[src/rtl/rob_id_pkg.sv]
// Shared types and helpers for the ROB unique-ID allocator.
// A uid is {zero pad, row, col}; helpers build and split it.
package rob_id_pkg;

   localparam int DEF_ROW_W = 2;
   localparam int DEF_COL_W = 2;

   typedef struct packed {
      logic [DEF_ROW_W-1:0] row;
      logic [DEF_COL_W-1:0] col;
   } uid_t;

   function automatic int row_w(input int n);
      return (n < 2) ? 1 : $clog2(n);
   endfunction

   function automatic int col_w(input int n);
      return (n < 2) ? 1 : $clog2(n);
   endfunction

   function automatic logic [31:0] make_uid(
      input logic [31:0] row,
      input logic [31:0] col,
      input int          cw
   );
      return (row << cw) | col;
   endfunction

   function automatic void split_uid(
      input  logic [31:0] uid,
      input  int          cw,
      output logic [31:0] row,
      output logic [31:0] col
   );
      row = uid >> cw;
      col = uid & ((32'd1 << cw) - 32'd1);
   endfunction

endpackage

[src/rtl/rob_id_row.sv]
// One ROB row: bind flag, orig-ID tag, tail pointer and column bitmap.
// Columns are issued strictly in order from the tail pointer.
module rob_id_row
   import rob_id_pkg::*;
#(
   parameter int ID_WIDTH = 4,
   parameter int NUM_COLS = 4,
   localparam int COL_W = col_w(NUM_COLS)
) (
   input  logic                clk,
   input  logic                rst,
   input  logic                grant,
   input  logic [ID_WIDTH-1:0] grant_tag,
   input  logic                free,
   input  logic [COL_W-1:0]    free_col,
   output logic                bound,
   output logic [ID_WIDTH-1:0] tag,
   output logic [COL_W-1:0]    tail,
   output logic [NUM_COLS-1:0] valid
);

   logic last_free;

   // The freed bit is the only one set: the row empties unless a grant refills it.
   assign last_free = free && (valid == (NUM_COLS'(1) << free_col));

   always_ff @(posedge clk or posedge rst) begin
      if (rst) begin
         bound <= 1'b0;
         tag   <= '0;
         tail  <= '0;
         valid <= '0;
      end else begin
         if (grant) begin
            valid[tail] <= 1'b1;
            tail        <= tail + 1'b1;
            if (!bound) begin
               bound <= 1'b1;
               tag   <= grant_tag;
            end
         end
         if (free)
            valid[free_col] <= 1'b0;
         if (last_free && !grant) begin
            bound <= 1'b0;
            tail  <= '0;
         end
      end
   end

endmodule

[src/rtl/rob_id_allocator.sv]
// Maps orig IDs onto {row,col} ROB uids with in-order columns per ID.
// Top level: row select, free decode, occupancy and free response.
module rob_id_allocator
   import rob_id_pkg::*;
#(
   parameter int ID_WIDTH = 4,
   parameter int NUM_ROWS = 4,
   parameter int NUM_COLS = 4,
   localparam int ROW_W = row_w(NUM_ROWS),
   localparam int COL_W = col_w(NUM_COLS),
   localparam int OCC_W = $clog2(NUM_ROWS * NUM_COLS + 1)
) (
   input  logic                clk,
   input  logic                rst,
   input  logic                alloc_valid,
   input  logic [ID_WIDTH-1:0] alloc_orig_id,
   output logic                alloc_ready,
   output logic [ID_WIDTH-1:0] alloc_uid,
   input  logic                free_valid,
   input  logic [ID_WIDTH-1:0] free_uid,
   output logic                rsp_valid,
   output logic [ID_WIDTH-1:0] rsp_orig_id,
   output logic                rsp_err,
   output logic [OCC_W-1:0]    occupancy,
   output logic                full,
   output logic                empty
);

   logic [NUM_ROWS-1:0] row_bound;
   logic [ID_WIDTH-1:0] row_tag   [NUM_ROWS];
   logic [COL_W-1:0]    row_tail  [NUM_ROWS];
   logic [NUM_COLS-1:0] row_valid [NUM_ROWS];

   logic             sel_found;
   logic [ROW_W-1:0] sel_row;
   logic [COL_W-1:0] sel_tail;
   logic             grant;

   logic [ROW_W-1:0] free_row;
   logic [COL_W-1:0] free_col;
   logic             pad_ok;
   logic             free_ok;

   // A hit on a bound row wins over any unbound row, so IDs never split.
   always_comb begin
      sel_found = 1'b0;
      sel_row   = '0;
      for (int r = 0; r < NUM_ROWS; r++) begin
         if (!sel_found && row_bound[r] &&
             row_tag[r] == alloc_orig_id) begin
            sel_found = 1'b1;
            sel_row   = ROW_W'(r);
         end
      end
      for (int r = 0; r < NUM_ROWS; r++) begin
         if (!sel_found && !row_bound[r]) begin
            sel_found = 1'b1;
            sel_row   = ROW_W'(r);
         end
      end
   end

   assign sel_tail    = row_tail[sel_row];
   assign alloc_ready = sel_found && !row_valid[sel_row][sel_tail];
   assign grant       = alloc_valid && alloc_ready;
   assign alloc_uid   = ID_WIDTH'(make_uid(32'(sel_row),
                                           32'(sel_tail), COL_W));

   assign free_row = free_uid[COL_W +: ROW_W];
   assign free_col = free_uid[COL_W-1:0];
   assign pad_ok   = (free_uid >> (ROW_W + COL_W)) == '0;
   assign free_ok  = free_valid && pad_ok &&
                     row_valid[free_row][free_col];

   for (genvar r = 0; r < NUM_ROWS; r++) begin : g_row
      rob_id_row #(
         .ID_WIDTH (ID_WIDTH),
         .NUM_COLS (NUM_COLS)
      ) u_row (
         .clk       (clk),
         .rst       (rst),
         .grant     (grant && sel_row == ROW_W'(r)),
         .grant_tag (alloc_orig_id),
         .free      (free_ok && free_row == ROW_W'(r)),
         .free_col  (free_col),
         .bound     (row_bound[r]),
         .tag       (row_tag[r]),
         .tail      (row_tail[r]),
         .valid     (row_valid[r])
      );
   end

   always_ff @(posedge clk or posedge rst) begin
      if (rst) begin
         rsp_valid   <= 1'b0;
         rsp_err     <= 1'b0;
         rsp_orig_id <= '0;
         occupancy   <= '0;
      end else begin
         rsp_valid   <= free_valid;
         rsp_err     <= free_valid && !free_ok;
         rsp_orig_id <= free_ok ? row_tag[free_row] : '0;
         unique case (1'b1)
            grant && !free_ok: occupancy <= occupancy + 1'b1;
            free_ok && !grant: occupancy <= occupancy - 1'b1;
            default:           occupancy <= occupancy;
         endcase
      end
   end

   assign full  = occupancy == OCC_W'(NUM_ROWS * NUM_COLS);
   assign empty = occupancy == '0;

endmodule
[config.mk]
export PLATFORM = sky130hd
export DESIGN_NAME = rob_id_allocator
export DESIGN_NICKNAME = d
export VERILOG_FILES = /design/src/rtl/rob_id_pkg.sv /design/src/rtl/rob_id_row.sv /design/src/rtl/rob_id_allocator.sv
export SDC_FILE = /design/constraint.sdc
export NUM_CORES = 1
export LEC_CHECK = 0
export CORE_ASPECT_RATIO = 0.6
export CORE_MARGIN = 2
export CORE_UTILIZATION = 50
export DETAILED_ROUTE_END_ITERATION = 12
export GPL_TIMING_DRIVEN = 0
export MAX_ROUTING_LAYER = met4
export PLACE_DENSITY = 0.73
export SLEW_MARGIN = 40
export SYNTH_ARGS = -nofsm -noshare
export SYNTH_HDL_FRONTEND = slang
export SYNTH_SLANG_ARGS = --single-unit
[constraint.sdc]
create_clock -name clk -period 4.1 [get_ports clk]
set_clock_uncertainty 0.15 [all_clocks]
set_input_delay 0.82 -clock clk [delete_from_list [all_inputs] [get_ports clk]]
set_output_delay 0.82 -clock clk [all_outputs]
set_load 0.1 [all_outputs]
==> reports/metrics.yaml <==
outcome:
  status: "complete, but fails checks"
  violations: "negative setup slack"
synth:
  ys_warn_count: 0
  synth_cells: 374
  yosys-top-cells-area: "dfrtp_1 36%, ha_1 6.6%, mux4_2 5.3%"
  synth_seq_cells: 55
  synthArstFlopShare_pct: 100
  netlist_area_sq_mm: 0.00380
  synth_area_leader_cell: "dfrtp_1"
  seq_area_frac_synth_pct: 36.2
  synth_edf_count: 0
  synth_cell_types: 69
  ys.flop_type: "dfrtp_1"
  synth_top_area_share_pct: 36.2
  avgSynthCellArea_sq_um: 10.2
  syn-num-nets: 407
setup_path:
  cp.arrival_ns: 4.38
  start_kind: "input port"
  critPathMaxFanout: 9
  ff2ff_setup_slack_ns: -0.18
  required_ns: 4.13
  worst_r2r_endpoint: "occupancy[4]"
  endpoint_kind: "flip-flop"
  rr_startpoint: "g_row[0].u_row.bound"
  critical_path_class: "input port to flip-flop"
  ff2ff_path_depth: 18
placed_design:
  dp.cells: 503
  post-dp-hpwl_microns: 7460
  globalplace.congestion: 0.948
  io_buffers: 24
sta:
  period_needed_ns: 4.34
  setup_slack_ns: -0.244
  grt_setup_unrepaired: "true"
  setup_viol: 3
  fmax_ghz: 0.230
  maxSlewViolCount: 0
  hold_viol: 0
  period_share_pct: 106
  slew_headroom_pct: 47.6
  worst_slew_pin_slew_ns: 0.779
clock_tree:
  clkTransAtPathRegs_ns: 0.06
  cts_tree: "built"
  numCtsBuffers: 5
  htree_levels: 2
  cts-root-buf: "clkbuf_16"
  cts.sinks: 55
  hold_buffers: 0
  clkLatencyLatePin_ns: 0.30
  clockBufferDepth: 2
drt:
  wl_per_cell_microns: 19.8
  vias: 3344
  wirelength_microns: 10600
  drtAntennaViolNets: 0
  drt_iter0_markers: 332
  drc: 0
  first_pass_iters: 5
  vias_per_cell: 6.22
cells_and_area:
  final_common_cell: "dfrtp_1"
  final_layout_size_suffix_gt1_share_pct: 34.8
  fin_cells: 538
  final_cell_mix: "54 x dfrtp_1, 33 x inv_1, 29 x nand2_1, 25 x buf_4, 24 x a21oi_1"
  fin_nets: 466
  area_delta_synth_final_pct: 29.6
  antenna_cells: 0
global_routing:
  groute.usage.overall_pct: 27.9
  grt_pass1_vias: 3072
  grt.overflow.total: 0
  grt_max_degree: 41
  antenna_found_initial: 0
  grt_pass1_wl_microns: 16900
flow_run:
  max-cap-violations: 0
hold_path:
  min-delay-start: "occupancy[4]"
  worst_hold_path.endpoint: "occupancy[4]"
  hold_path_depth: 1
  hp-class: "flip-flop to flip-flop"
floorplanning:
  io_pins: 30
  die_w_microns: 117
  rows: 24
  coreArea_sq_mm: 0.00730
  fp.dieArea_sq_mm: 0.00833
  initial_core_util_pct: 52.0
  die_h_microns: 71.5
## cells in the mapped netlist, types with 3 or more instances
cell type  number
dfrtp_1        55
inv_1          34
nand2_1        32
a21oi_1        27
ha_1           20
nor2_1         15
o22ai_1        13
o21ai_0        12
mux2_1         11
xor2_1         10
mux4_2          9
nand3_1         9
mux2i_1         8
xnor2_1         8
and3_1          6
nor2b_1         6
clkbuf_1        5
mux2_2          5
nand2b_1        5
nand4_1         5
nand4_4         4
nor4_1          4
or2_2           4
or3_1           4
buf_2           3
buf_4           3
buf_6           3
nand4_2         3
nor3_1          3
## worst max path at each step
stage / from / to / slack, ns / cells past startpoint
finish: alloc_orig_id[2] / occupancy[4] / -0.24 / 15
global placement: alloc_orig_id[3] / alloc_ready / -1.11 / 12
detailed placement: alloc_orig_id[3] / occupancy[4] / -0.95 / 18
floorplan: alloc_orig_id[1] / occupancy[4] / -1.39 / 18
CTS: alloc_orig_id[3] / occupancy[4] / -0.23 / 18
global route: alloc_orig_id[1] / occupancy[4] / -0.33 / 16
## through the flow
step,hold slack [ns],utilization [%],instance area [sq um],setup TNS [ns],setup WS (ns)
floorplan,0.350,-,3910,-13.77,-1.39
global placement,0.341,58.6,4280,-4.42,-1.11
detailed placement,0.355,57.7,4210,-3.77,-0.945
CTS,0.367,64.9,4730,-0.288,-0.227
global route,0.397,67.4,4920,-0.739,-0.328
finish,0.360,67.4,4920,-0.467,-0.244
## sequential cells by signal, indices dropped and copies added, names as in the netlist
signal             count
g_row.u_row.bound      4
g_row.u_row.tag       16
occupancy              5
rsp_err                1
rsp_valid              1
g_row.u_row.tail       8
rsp_orig_id            4
g_row.u_row.valid     16
## per-layer routing
layer / track usage [%] / routed length, microns
met1: 42.8 / 4860
met2: 37.1 / 4450
met3: 6.94 / 1210
met4: 5.69 / 126
met5: - / 0
## layout make-up
type,instances,area [sq um]
tap,104,130
buffer,13,133
inverter,35,134
multi-input combinational,268,2490
sequential,55,1380
clock inverter,2,60.1
clock buffer,6,129
timing repair buffer,55,463
fill,541,2380
## timing repair
| item | in CTS | in global routing |
|---|---|---|
| endpoints found under the setup margin | 5 | 3 |
| pin swaps | 24 | 25 |
| cloned | 0 | 1 |
| gates resized for setup | 39 | 23 |
| setup buffers | 19 | 12 |
## critical path, cell delays in order
cell	delay (ns)
buf_8	0.13
nor2b_1	0.17
or4_4	0.61
o2111a_2	0.18
a222oi_1	0.35
a311o_1	0.36
nand2_4	0.07
or3b_4	0.41
ha_4	0.19
fa_2	0.40
a21o_1	0.17
a21oi_2	0.13
xor2_1	0.17
nor2_1	0.07
xor2_1	0.14
## cells by family (layout without fill, tap and decap cells)
family / after synthesis / in the layout / synth area share (%)
buffers and inverters: 51 / 111 / 6.03
multiplexers: 34 / 34 / 12.6
flip-flops: 55 / 55 / 36.2
AND/OR/NAND/NOR: 116 / 116 / 19.0
adder cells (fa/ha/maj): 21 / 21 / 7.12
AO/OA/AOI/OAI: 79 / 79 / 14.8
XOR/XNOR: 18 / 18 / 4.15
Power is left out: the tool's default activity adds up to more than one toggle a clock period on the data nets, which glitch-free logic cannot reach.
